--- config.mk ---
export PLATFORM = sky130hd
export DESIGN_NAME = jtopl_eg_final_pipe
export DESIGN_NICKNAME = d
export VERILOG_FILES = /design/src/rtl/jtopl_pkg.sv /design/src/rtl/jtopl_eg_ksl.sv /design/src/rtl/jtopl_eg_final_pipe.sv
export SDC_FILE = /design/constraint.sdc
export NUM_CORES = 1
export LEC_CHECK = 0
export CORE_ASPECT_RATIO = 0.6
export CORE_MARGIN = 1
export CORE_UTILIZATION = 45
export DETAILED_ROUTE_END_ITERATION = 12
export PLACE_DENSITY_LB_ADDON = 0.2
export SLEW_MARGIN = 20
export SYNTH_ARGS = -nofsm -noshare
export SYNTH_HDL_FRONTEND = slang
export SYNTH_SLANG_ARGS = --single-unit
--- constraint.sdc ---
create_clock -name clk -period 4 [get_ports clk]
set_clock_uncertainty 0.15 [all_clocks]
set_input_delay 0.8 -clock clk [delete_from_list [all_inputs] [get_ports clk]]
set_output_delay 0.8 -clock clk [all_outputs]
set_load 0.05 [all_outputs]
--- src/rtl/jtopl_pkg.sv ---
// Shared jtopl constants: attenuation/slot widths and the key-scale level ROM.
package jtopl_pkg;

  localparam int unsigned EgwDefault = 10;
  localparam int unsigned SlotW      = 6;
  localparam int unsigned KslW       = 9;
  localparam int unsigned AmW        = 6;

  function automatic logic [6:0] ksl_lut(input logic [3:0] fnum);
    logic [6:0] v;
    unique case (fnum)
      4'd0:  v = 7'd0;
      4'd1:  v = 7'd32;
      4'd2:  v = 7'd40;
      4'd3:  v = 7'd45;
      4'd4:  v = 7'd48;
      4'd5:  v = 7'd51;
      4'd6:  v = 7'd53;
      4'd7:  v = 7'd55;
      4'd8:  v = 7'd56;
      4'd9:  v = 7'd58;
      4'd10: v = 7'd59;
      4'd11: v = 7'd60;
      4'd12: v = 7'd61;
      4'd13: v = 7'd62;
      4'd14: v = 7'd63;
      default: v = 7'd64;
    endcase
    return v;
  endfunction

endpackage

--- src/rtl/jtopl_eg_ksl.sv ---
// Combinational key-scale level attenuation from F-number, octave and KSL depth.
module jtopl_eg_ksl
  import jtopl_pkg::*;
(
  input  logic [3:0]      fnum,
  input  logic [2:0]      block,
  input  logic [1:0]      ksl,
  output logic [KslW-1:0] ksl_db
);

  logic [3:0]      oct_gap;
  logic [7:0]      base;
  logic [KslW-1:0] scaled;

  always_comb begin
    oct_gap = 4'd8 - {1'b0, block};
    // base[7] is the sign of the 8-bit signed difference
    base    = {1'b0, ksl_lut(fnum)} - {1'b0, oct_gap[3:0], 3'b000};
    scaled  = {base[6:0], 2'b00};
    if (base[7] || (ksl == 2'd0)) begin
      ksl_db = '0;
    end else begin
      ksl_db = scaled >> (2'd3 - ksl);
    end
  end

endmodule

--- src/rtl/jtopl_eg_final_pipe.sv ---
// Two-stage envelope output pipe: adds TL/KSL/AM to the raw envelope, saturates,
// tags each result with its slot and tracks per-frame saturation.
module jtopl_eg_final_pipe
  import jtopl_pkg::*;
#(
  parameter int unsigned EGW   = EgwDefault,
  parameter int unsigned SLOTS = 18
) (
  input  logic             clk,
  input  logic             rst,
  input  logic             cen,
  input  logic             in_valid,
  input  logic             zero,
  input  logic [3:0]       lfo_mod,
  input  logic [3:0]       fnum,
  input  logic [2:0]       block,
  input  logic             amsen,
  input  logic             ams,
  input  logic [5:0]       tl,
  input  logic [1:0]       ksl,
  input  logic [EGW-1:0]   eg_pure_in,
  output logic             out_valid,
  output logic [EGW-1:0]   eg_limited,
  output logic [SlotW-1:0] out_slot,
  output logic             out_sat,
  output logic             frame_sat
);

  localparam int unsigned SumW = EGW + 3;
  localparam logic [SlotW-1:0] LastSlot = SlotW'(SLOTS - 1);

  logic [KslW-1:0]  ksl_db;
  logic [AmW-1:0]   am;
  logic [SlotW-1:0] slot_in;

  logic             s1_valid_q, s1_valid_d;
  logic [KslW-1:0]  s1_ksl_q, s1_ksl_d;
  logic [AmW-1:0]   s1_am_q, s1_am_d;
  logic [5:0]       s1_tl_q, s1_tl_d;
  logic [EGW-1:0]   s1_eg_q, s1_eg_d;
  logic [SlotW-1:0] s1_slot_q, s1_slot_d;
  logic [SlotW-1:0] cnt_q, cnt_d;

  logic             out_valid_q, out_valid_d;
  logic [EGW-1:0]   eg_lim_q, eg_lim_d;
  logic [SlotW-1:0] out_slot_q, out_slot_d;
  logic             out_sat_q, out_sat_d;
  logic             frame_sat_q, frame_sat_d;
  logic             acc_q, acc_d;
  logic             nonempty_q, nonempty_d;

  logic [SumW-1:0]  atten, sum;
  logic             sat;

  jtopl_eg_ksl u_ksl (
    .fnum   (fnum),
    .block  (block),
    .ksl    (ksl),
    .ksl_db (ksl_db)
  );

  always_comb begin
    am      = !amsen ? '0 : (ams ? {lfo_mod, 2'b00} : {2'b00, lfo_mod});
    slot_in = zero ? '0 : cnt_q;

    atten = SumW'({s1_tl_q, 3'b000}) + SumW'({s1_ksl_q, 1'b0}) + SumW'(s1_am_q);
    sum   = (atten << (EGW - 10)) + SumW'(s1_eg_q);
    sat   = |sum[SumW-1:EGW];

    s1_valid_d  = s1_valid_q;
    s1_ksl_d    = s1_ksl_q;
    s1_am_d     = s1_am_q;
    s1_tl_d     = s1_tl_q;
    s1_eg_d     = s1_eg_q;
    s1_slot_d   = s1_slot_q;
    cnt_d       = cnt_q;
    out_valid_d = out_valid_q;
    eg_lim_d    = eg_lim_q;
    out_slot_d  = out_slot_q;
    out_sat_d   = out_sat_q;
    frame_sat_d = frame_sat_q;
    acc_d       = acc_q;
    nonempty_d  = nonempty_q;

    if (cen) begin
      s1_valid_d = in_valid;
      if (in_valid) begin
        s1_ksl_d  = ksl_db;
        s1_am_d   = am;
        s1_tl_d   = tl;
        s1_eg_d   = eg_pure_in;
        s1_slot_d = slot_in;
        cnt_d     = (slot_in == LastSlot) ? '0 : slot_in + 1'b1;
      end else if (zero) begin
        cnt_d = '0;
      end

      out_valid_d = s1_valid_q;
      if (s1_valid_q) begin
        eg_lim_d   = sat ? '1 : sum[EGW-1:0];
        out_slot_d = s1_slot_q;
        out_sat_d  = sat;
        if (s1_slot_q == LastSlot) begin
          frame_sat_d = acc_q | sat;
          acc_d       = 1'b0;
          nonempty_d  = 1'b0;
        end else if ((s1_slot_q == '0) && nonempty_q) begin
          // a slot 0 closes the previous frame and opens the next one
          frame_sat_d = acc_q;
          acc_d       = sat;
          nonempty_d  = 1'b1;
        end else begin
          acc_d      = acc_q | sat;
          nonempty_d = 1'b1;
        end
      end
    end
  end

  always_ff @(posedge clk or posedge rst) begin
    if (rst) begin
      s1_valid_q  <= 1'b0;
      s1_ksl_q    <= '0;
      s1_am_q     <= '0;
      s1_tl_q     <= '0;
      s1_eg_q     <= '0;
      s1_slot_q   <= '0;
      cnt_q       <= '0;
      out_valid_q <= 1'b0;
      eg_lim_q    <= '0;
      out_slot_q  <= '0;
      out_sat_q   <= 1'b0;
      frame_sat_q <= 1'b0;
      acc_q       <= 1'b0;
      nonempty_q  <= 1'b0;
    end else begin
      s1_valid_q  <= s1_valid_d;
      s1_ksl_q    <= s1_ksl_d;
      s1_am_q     <= s1_am_d;
      s1_tl_q     <= s1_tl_d;
      s1_eg_q     <= s1_eg_d;
      s1_slot_q   <= s1_slot_d;
      cnt_q       <= cnt_d;
      out_valid_q <= out_valid_d;
      eg_lim_q    <= eg_lim_d;
      out_slot_q  <= out_slot_d;
      out_sat_q   <= out_sat_d;
      frame_sat_q <= frame_sat_d;
      acc_q       <= acc_d;
      nonempty_q  <= nonempty_d;
    end
  end

  assign out_valid  = out_valid_q;
  assign eg_limited = eg_lim_q;
  assign out_slot   = out_slot_q;
  assign out_sat    = out_sat_q;
  assign frame_sat  = frame_sat_q;

endmodule

### Yosys cells after proc, flatten, opt, wreduce, memory -nomap -nowiden

Memories as Yosys holds them, arrays and structs flattened.
Cells that the tools add are included.

| storage, ports and cells | value |
|---|---|
| bits of input ports | 36 |
| bits in read-only memories | 112 |
| flip-flop bits (word level) | 65 |
| logic and storage cells | 47 |
| output and inout bits | 19 |
| memories | 1 |

| cells by class | value |
|---|---|
| muxes and demuxes | 12 |
| $add $sub $neg | 7 |
| equal/unequal tests | 2 |
| reduce and logical (&&, ||, !) cells | 9 |
| shifts and indexed selects | 1 |
| bitwise gates (word level) | 1 |

Memories:

| memory | depth | width | read ports | clocked after Yosys merged registers in | write ports | line | RTL |
|---|---|---|---|---|---|---|---|
| (name not given) | 16 | 7 | 1 | 0 | 0 | jtopl_pkg.sv:11 | `unique case (fnum)` |

Operators by type and width:

| kind | count |
|---|---|
| $mux W6 | 5 |
| $add A12 B10 Y13 | 1 |
| $add A11 B6 Y12 | 1 |
| $eq A6 B5 Y1 const B | 2 |
| $add A9 B10 Y11 | 1 |
| $mux W10 | 1 |
| $mux W9 | 1 |
| $shr A9 B2 Y9 | 1 |
| $sub A7 B7 Y8 | 1 |
| $add A6 B1 Y6 const B | 1 |
| $logic_not A6 Y1 | 1 |
| $mux W1 | 5 |
| $reduce_and A2 Y1 | 2 |
| $sub A4 B3 Y4 const A | 1 |
| $reduce_and A3 Y1 | 1 |
| $reduce_or A3 Y1 | 1 |
| $logic_not A2 Y1 | 1 |
| $reduce_bool A2 Y1 | 1 |
| $sub A2 B2 Y2 const A | 1 |
| $logic_and A1 B1 Y1 | 1 |
| $logic_or A1 B1 Y1 | 1 |
| $or A1 B1 Y1 | 1 |

### Longest topological paths before layout

Gate-level depths: netlist of the first run.

| depth | value |
|---|---|
| word-level depth | 7 |
| gate-level depth with buffers | 12 |
| gate-level depth less buffers | 12 |

### By module

A second synthesis of the first run with hierarchy kept.

| second synthesis, totals | value |
|---|---|
| cells, all modules | 405 |
| area total of the unflattened synthesis | 3981.3 µm² |

Modules (own cells, without submodules):

| module | area an instance (µm²) | times used | seq. area each (µm²) | cells an instance |
|---|---|---|---|---|
| jtopl_eg_final_pipe | 3460.8 | 1 | 1626.6 | 324 |
| jtopl_eg_ksl | 520.5 | 1 | 0.0 | 81 |

### Worst setup path before layout of the first run

No wires, ideal clock.

| path | value |
|---|---|
| kind | reg2reg |
| start | register s1_ksl_q[2] |
| end | register eg_lim_q[9], in the netlist eg_limited[9] |
| setup slack | 0.836 ns |
| required time | 3.708 ns |
| data arrival time | 2.873 ns |
| path buffers | 1 |
| stages on the path, launching flop included | 12 |
| period minus slack after synthesis | 3.164 ns |
| path through | dfrtp_1 > inv_1 > fa_1 > inv_1 > fa_1 > fa_1 > a211o_1 > nand2_1 > o211ai_1 > nor3_2 > buf_6 > a31oi_1 |

| between the ends | value |
|---|---|
| word-level cells in the longest chain between the ends | 5 |

Ends and longest elaborated chain:

| what | line | RTL |
|---|---|---|
| start, declared | jtopl_eg_final_pipe.sv:37 | `logic [KslW-1:0] s1_ksl_q, s1_ksl_d;` |
| start signal, assigned | jtopl_eg_final_pipe.sv:138 | `s1_ksl_q <= s1_ksl_d;` |
| $add A9 B10 Y11 * | jtopl_eg_final_pipe.sv:66 | `atten = SumW'({s1_tl_q, 3'b000}) + SumW'({s1_ksl_q, 1'b0}) + SumW'(s1_am_q);` |
| $add A11 B6 Y12 * | jtopl_eg_final_pipe.sv:66 |  |
| $add A12 B10 Y13 * | jtopl_eg_final_pipe.sv:67 | `sum = (atten << (EGW - 10)) + SumW'(s1_eg_q);` |
| $reduce_or A3 Y1 | jtopl_eg_final_pipe.sv:68 | `sat = \|sum[SumW-1:EGW];` |
| $mux W10 * | jtopl_eg_final_pipe.sv:100 | `eg_lim_d = sat ? '1 : sum[EGW-1:0];` |
| end signal, assigned | jtopl_eg_final_pipe.sv:145 | `eg_lim_q <= eg_lim_d;` |
| end, declared | jtopl_eg_final_pipe.sv:45 | `logic [EGW-1:0] eg_lim_q, eg_lim_d;` |

Mark *: on every way between the ends. The rest lies on a longest branch, timed or not.
A chain may end at the register's enable or synchronous reset.

### Final worst setup path of the first run

| path | value |
|---|---|
| start | register s1_ksl_q[2] |
| end | register acc_q |

| between the ends | value |
|---|---|
| word-level cells in the longest chain between the ends | 7 |

Ends and longest elaborated chain:

| what | line | RTL |
|---|---|---|
| $add A9 B10 Y11 * | jtopl_eg_final_pipe.sv:66 |  |
| $add A11 B6 Y12 * | jtopl_eg_final_pipe.sv:66 |  |
| $add A12 B10 Y13 * | jtopl_eg_final_pipe.sv:67 |  |
| $reduce_or A3 Y1 * | jtopl_eg_final_pipe.sv:68 |  |
| $or A1 B1 Y1 | jtopl_eg_final_pipe.sv:113 | `acc_d = acc_q \| sat;` |
| $mux W1 * | jtopl_eg_final_pipe.sv:107 | `end else if ((s1_slot_q == '0) && nonempty_q) begin` |
| $mux W1 * | jtopl_eg_final_pipe.sv:103 | `if (s1_slot_q == LastSlot) begin` |
| end signal, assigned | jtopl_eg_final_pipe.sv:134 | `acc_q <= 1'b0;` |
| end signal, assigned | jtopl_eg_final_pipe.sv:149 | `acc_q <= acc_d;` |
| end, declared | jtopl_eg_final_pipe.sv:49 | `logic acc_q, acc_d;` |

Marks and branches as above.

==> results of run 1 <==
through the flow:
| stage | setup WS [ns] | hold slack (ns) |
|---|---|---|
| after floorplan | 0.836 | 0.299 |
| after global routing | 0.143 | 0.351 |
| after detailed placement | 0.219 | 0.322 |
| after global placement | 0.344 | 0.311 |
| final | 0.383 | 0.336 |
| after CTS | 0.372 | 0.336 |
sequential cells by signal (all words and copies together), names as in the netlist:
name	flops
s1_eg_q	10
s1_slot_q	6
s1_am_q	6
s1_tl_q	6
nonempty_q	1
out_sat	1
acc_q	1
frame_sat	1
cnt_q	6
eg_limited	10
s1_valid_q	1
s1_ksl_q	9
out_valid	1
out_slot	6
worst min path at each step:
stage,from,end,slack (ns)
after floorplan,s1_ksl_q[5],s1_ksl_q[5],0.30
after global placement,out_slot[5],out_slot[5],0.31
after detailed placement,out_slot[0],out_slot[0],0.32
after CTS,out_slot[5],out_slot[5],0.34
after global routing,out_slot[2],out_slot[2],0.35
final,out_slot[4],out_slot[4],0.34
Yosys cell counts (3+ instances only):
cell type / count
o21ai_0: 23
xor2_1: 6
dfrtp_1: 65
inv_1: 52
a21oi_1: 13
nand2_1: 46
a31oi_1: 8
ha_1: 28
nor2_1: 26
nor2b_1: 5
nand4_1: 4
a22o_1: 7
clkbuf_1: 9
nor3b_1: 4
and3_1: 3
fa_1: 14
a22oi_1: 4
o31ai_1: 5
mux2_2: 18
a21o_1: 6
nand2b_1: 10
metal layers:
metal  routed length, um  share of wire  vias up  global-route usage
met1                4150           0.49     1472               0.292
met5                   0              0        -                   0
met2                3700           0.44       68               0.325
li1                    -              -     1497                   -
met3                 547          0.065        8              0.0795
met4                  57         0.0067        0              0.0415
where the power goes:
part	switching [mW]	leakage [nW]	internal [mW]
sequential	0.0830	0.806	0.788
clock	0.301	0.159	0.564
combinational	0.764	1.39	0.498
cell type report:
type	instances	area share
clock buffer	10	0.0480
clock inverter	6	0.0181
inverter	52	0.0392
multi-input combinational	272	0.424
sequential	65	0.327
tap	112	0.0281
timing repair buffer	59	0.116
cells by family after synthesis:
kind of cell / synth area share
buf+inv: 0.0622
xor+xnor: 0.0154
fa+ha+maj: 0.158
simple gates: 0.144
flops: 0.408
mux: 0.0616
compound gates: 0.151
worst max-delay path, stage by stage, from the launching register on:
cell	delay [ns]
dfrtp_1	0.35
inv_1	0.06
fa_1	0.53
inv_1	0.05
fa_1	0.50
fa_1	0.50
a211o_1	0.29
nand2_1	0.09
o211ai_1	0.14
nor3_2	0.64
o32ai_1	0.17
==> run summary, run 1 <==
Status: finished clean
Row count: 26
Avg Cell Area, Syn: 9.93 um^2
Final Cell Area: 4980 um^2
Via density: 5.29
GRT Residual Overflow: 0
FF+latch area: 1630 um^2
WHS Path Cells: 2
Largest net degree at the start of global routing: 40
Initial DRC Count: 226
Top post-synthesis cells by area: dfrtp_1 41%, ha_1 8.8%, fa_1 7.0%, mux2_2 5.1%, inv_1 4.9%
Share of the synthesized area in the top cell type: 0.408
Nets@finish: 537
Layout cells sized above 1: 0.106
CTS Buf Count: 9
Startpoint types: flip-flop
Clock latency on the worst-skew pair: 0.34 ns
Clock Pin Slew Worst Setup and Hold Paths: 0.06 ns
H-Tree Depth: 3
RSZ-0062 raised after global routing: no
DR vias: 3,045
Period utilization: 0.904
Number of global-route vias before repair: 3,071
Port buffer count: 54
Fmax achieved: 0.276 GHz
DRC: 0
Critical Path Source: s1_ksl_q[2]
Lkg Pwr: 2.36 nW
Seq/Total Area, Yosys: 0.408
Hold Path Class: flip-flop to flip-flop
Synthesized net count: 479
Root Buffer Master: clkbuf_16
Non-Filler Instances: 576
Crit path kind: flip-flop to flip-flop
Endpoints failing hold: 0
Filler cells: 730
Number of flops mapped to enable cells by yosys: 0
Post-DP HPWL: 6430 um
Total power: 3.00 mW
Final antenna-violating net count: 0
Die Wd: 123 um
Most common cell after layout, fill and taps aside: dfrtp_1
Total number of yosys warnings: 0
Antenna Cells: 0
First-pass GRT wire length: 14,600 um
Measured slew at the worst slew-check pin: 0.828 ns
CTS tree: built
IR drop worst, VDD: 0.000235 V
Number of synthesized register bits: 65
Num ports: 55
Number of hold buffers added after CTS: 0
Critical Path End: acc_q
Top cell type by total area after synthesis: dfrtp_1
Core area: 8560 um^2
Worst EP required: 4.04 ns
Initial core utilization: 0.466
Crit. End Element: flip-flop
Final design utilization: 0.582
Cts repair resizes: 0
Max Slew Vio Count: 0
Die H: 74.9 um
Clock Path Buffers: 2
GRT Overall Usage: 0.212
Die ar.: 9250 um^2
Ys flop type: dfrtp_1
Slack of the worst reg-to-reg path: 0.38 ns
Reg2Reg Capture Point: acc_q
Cell Pwr Density: 602 nW/um^2
Endpoints failing setup: 0
Area of the multi-input gates: 2110 um^2
Netlist cell types: 54
Reg2reg start: s1_ksl_q[2]
Relative slew margins: 0.447
Placed cells: 560
Final wirelength: 8460 um
R2R cell count: 10
Area of the mapped netlist: 3980 um^2
Post-synthesis async set-or-reset flop share: 1.00
Placer Congestion: 0.850
CTS Sinks: 65
Setup tns final: 0 ns
Max Cap Viol: 0
Layout area overhead: 25.0%
Critical-path maximum fanout: 12
Post-CTS setup buffer count: 0
Tmin final: 3.62 ns
CP arrival: 3.66 ns
Wire per inst: 14.7 um
Commonest non-fill, non-tap cells in the layout: 65 x dfrtp_1, 54 x clkdlybuf4s50_1, 51 x inv_1
Cells after synthesis: 401
Detailed-router iteration count before antenna repair: 4
Initial antenna violation count: 0
Placed cell area: 4650 um^2
(Power assumes the default switching activity.)
==> inputs of run 2 (changes only) <==
--- a/config.mk
+++ b/config.mk
@@ -5,6 +5,7 @@
 export SDC_FILE = /design/constraint.sdc
 export NUM_CORES = 1
 export LEC_CHECK = 0
+export ABC_AREA = 1
 export CORE_ASPECT_RATIO = 0.6
 export CORE_MARGIN = 1
 export CORE_UTILIZATION = 45
==> run summary, run 2 <==
Cell Pwr Density: 535 nW/um^2 (-11%)
Num ports: 55 (unchanged)
Largest net degree at the start of global routing: 30 (-25%)
Crit. End Element: flip-flop
Post-synth top cells: 138 x nand2_1, 87 x inv_1, 65 x dfrtp_1
Cells after synthesis: 514 (+28%)
Max Cap Viol: 0 (unchanged)
Number of global-route vias before repair: 3,292 (+7.2%)
Area of the mapped netlist: 4170 um^2 (+4.6%)
Worst EP required: 4.06 ns (+0.02 ns)
Seq/Total Area, Yosys: 0.390 (-0.0180)
RSZ-0062 raised after global routing: no
Final wirelength: 8970 um (+6.0%)
Startpoint types: flip-flop
DR vias: 3,355 (+10%)
Avg Cell Area, Syn: 8.11 um^2 (-18%)
Lkg Pwr: 2.61 nW (+11%)
Most common cell after layout, fill and taps aside: nand2_1
CP arrival: 3.14 ns (-0.52 ns)
Number of hold buffers added after CTS: 0 (unchanged)
Endpoints failing hold: 0 (unchanged)
Die Wd: 126 um (+2.2%)
Initial core utilization: 0.476 (+0.0106)
Commonest non-fill, non-tap cells in the layout: 138 x nand2_1, 86 x inv_1, 65 x dfrtp_1
First-pass GRT wire length: 15,800 um (+8.9%)
Initial antenna violation count: 0 (unchanged)
Status: finished clean
Netlist cell types: 44 (-19%)
Final Cell Area: 5090 um^2 (+2.2%)
Total number of yosys warnings: 0 (unchanged)
IR drop worst, VDD: 0.000217 V (-7.6%)
Clock Path Buffers: 2 (unchanged)
Number of flops mapped to enable cells by yosys: 0 (unchanged)
Die H: 76.5 um (+2.2%)
Fmax achieved: 0.325 GHz (+18%)
Number of synthesized register bits: 65 (unchanged)
Root Buffer Master: clkbuf_16
Post-synthesis async set-or-reset flop share: 1.00 (unchanged)
CTS Buf Count: 9 (unchanged)
Hold Path Class: flip-flop to flip-flop
Setup tns final: 0 ns (unchanged)
Row count: 26 (unchanged)
Layout cells sized above 1: 0.0934 (-0.0122)
Measured slew at the worst slew-check pin: 0.601 ns (-0.226 ns)
Ys flop type: dfrtp_1
Top post-synthesis cells by area: dfrtp_1 39%, nand2_1 12%, ha_1 8.4%, inv_1 7.8%, fa_1 6.7%
CTS Sinks: 65 (unchanged)
Max stage delay on crit path: 0.55 ns (-0.09 ns)
Synthesized net count: 592 (+24%)
Crit-path leading delay family: adder cells
Placed cell area: 4830 um^2 (+3.8%)
WHS: 0.318 ns (-0.0176 ns)
Port buffer count: 54 (unchanged)
Relative slew margins: 0.599 (+0.151)
Cts repair resizes: 0 (unchanged)
Initial DRC Count: 237 (+4.9%)
Core area: 8750 um^2 (+2.3%)
Share of the synthesized area in the top cell type: 0.390 (-0.0180)
Via density: 4.86 (-8.0%)
Post-CTS setup buffer count: 0 (unchanged)
Wire per inst: 13.0 um (-12%)
CTS tree: built
Critical-path maximum fanout: 10 (-2)
H-Tree Depth: 3 (unchanged)
Filler cells: 831 (+14%)
GRT Residual Overflow: 0 (unchanged)
Count leader, synth: nand2_1
Antenna Cells: 0 (unchanged)
GRT Overall Usage: 0.210 (-0.00213)
Endpoints failing setup: 0 (unchanged)
Clock Pin Slew Worst Setup and Hold Paths: 0.05 ns (about the same)
Final antenna-violating net count: 0 (unchanged)
Placer Congestion: 0.857 (+0.80%)
Detailed-router iteration count before antenna repair: 4 (unchanged)
Critical path buffers and inverters: 2 (unchanged)
Nets@finish: 651 (+21%)
Clock latency on the worst-skew pair: 0.33 ns (about the same)
Critical-path cell list: inv_1 -> fa_1 -> inv_1 -> fa_1 -> fa_1 -> nand2_1 -> nand2_1 -> nand3_1 -> nand3_1 -> nand2_2 -> nand2_8 -> o21ai_1 -> nand2_1
Layout area overhead: 22.1%
Die ar.: 9660 um^2 (+4.5%)
Post-DP HPWL: 6920 um (+7.7%)
Max Slew Vio Count: 0 (unchanged)
Tmin final: 3.07 ns (-0.542 ns)
Crit path kind: flip-flop to flip-flop
Top cell type by total area after synthesis: dfrtp_1
Period utilization: 0.769 (-0.136)
Slowest cell on crit path: fa_1
DRC: 0 (unchanged)
-- run 2: power by group --
part / total, mW / internal, mW / switching [mW]
logic: 1.19 / 0.436 / 0.753
registers: 0.839 / 0.775 / 0.0640
clock network: 0.696 / 0.411 / 0.285
-- run 2: path summary, 6_finish.rpt --
path / start / to / slack [ns] / depth (start not counted)
worst max-delay path: s1_ksl_q[2] / eg_limited[3] / 0.93 / 13
worst min-delay path: s1_valid_q / s1_valid_q / 0.32 / 2
worst max register to register: s1_ksl_q[2] / eg_limited[3] / 0.93 / 13
worst min register to register: s1_valid_q / s1_valid_q / 0.32 / 2
max in group asynchronous: rst / s1_tl_q[1] / 2.26 / 3
min in group asynchronous: rst / cnt_q[1] / 0.71 / 2
-- run 2: per-layer routing --
layer | vias up | share of wire | global-route usage
li1 | 1723 | - | -
met1 | 1552 | 0.55 | 0.317
met2 | 73 | 0.40 | 0.294
met3 | 7 | 0.047 | 0.0611
met4 | 0 | 0.0058 | 0.0458
met5 | - | 0 | 0
-- run 2: final cells by class --
cell class | instances | area, um^2 | share of cell area
Timing Repair Buffer | 59 | 578 | 0.114
Tap cell | 112 | 140 | 0.0275
Sequential cell | 65 | 1630 | 0.320
Clock inverter | 7 | 37.5 | 0.00738
Inverter | 96 | 360 | 0.0708
Clock buffer | 9 | 225 | 0.0443
Multi-Input combinational cell | 342 | 2120 | 0.417
-- run 2: kinds of logic after synthesis --
group | count (synthesis) | synth area share
AO/OA/AOI/OAI | 75 | 0.105
flip-flops | 65 | 0.390
buffers and inverters | 107 | 0.101
adder cells (fa/ha/maj) | 42 | 0.151
AND/OR/NAND/NOR | 217 | 0.236
XOR/XNOR | 8 | 0.0168
-- run 2: per-stage QoR --
| step | cells | setup WS, ns | utilization | power, mW |
|---|---|---|---|---|
| after floorplan | 514 | 1.16 | - | 1.71 |
| after global placement | 674 | 0.724 | 0.551 | 2.01 |
| after detailed placement | 674 | 0.638 | 0.551 | 2.04 |
| after CTS | 690 | 0.891 | 0.581 | 2.74 |
| after global routing | 690 | 0.722 | 0.581 | 2.93 |
| final | 690 | 0.925 | 0.581 | 2.72 |
-- run 2: worst register-to-register path, stage by stage (launching register included) --
cell	delay, ns
dfrtp_1	0.31
inv_1	0.07
fa_1	0.55
inv_1	0.06
fa_1	0.50
fa_1	0.48
nand2_1	0.10
nand2_1	0.06
nand3_1	0.12
nand3_1	0.10
nand2_2	0.14
nand2_8	0.09
o21ai_1	0.16
nand2_1	0.06
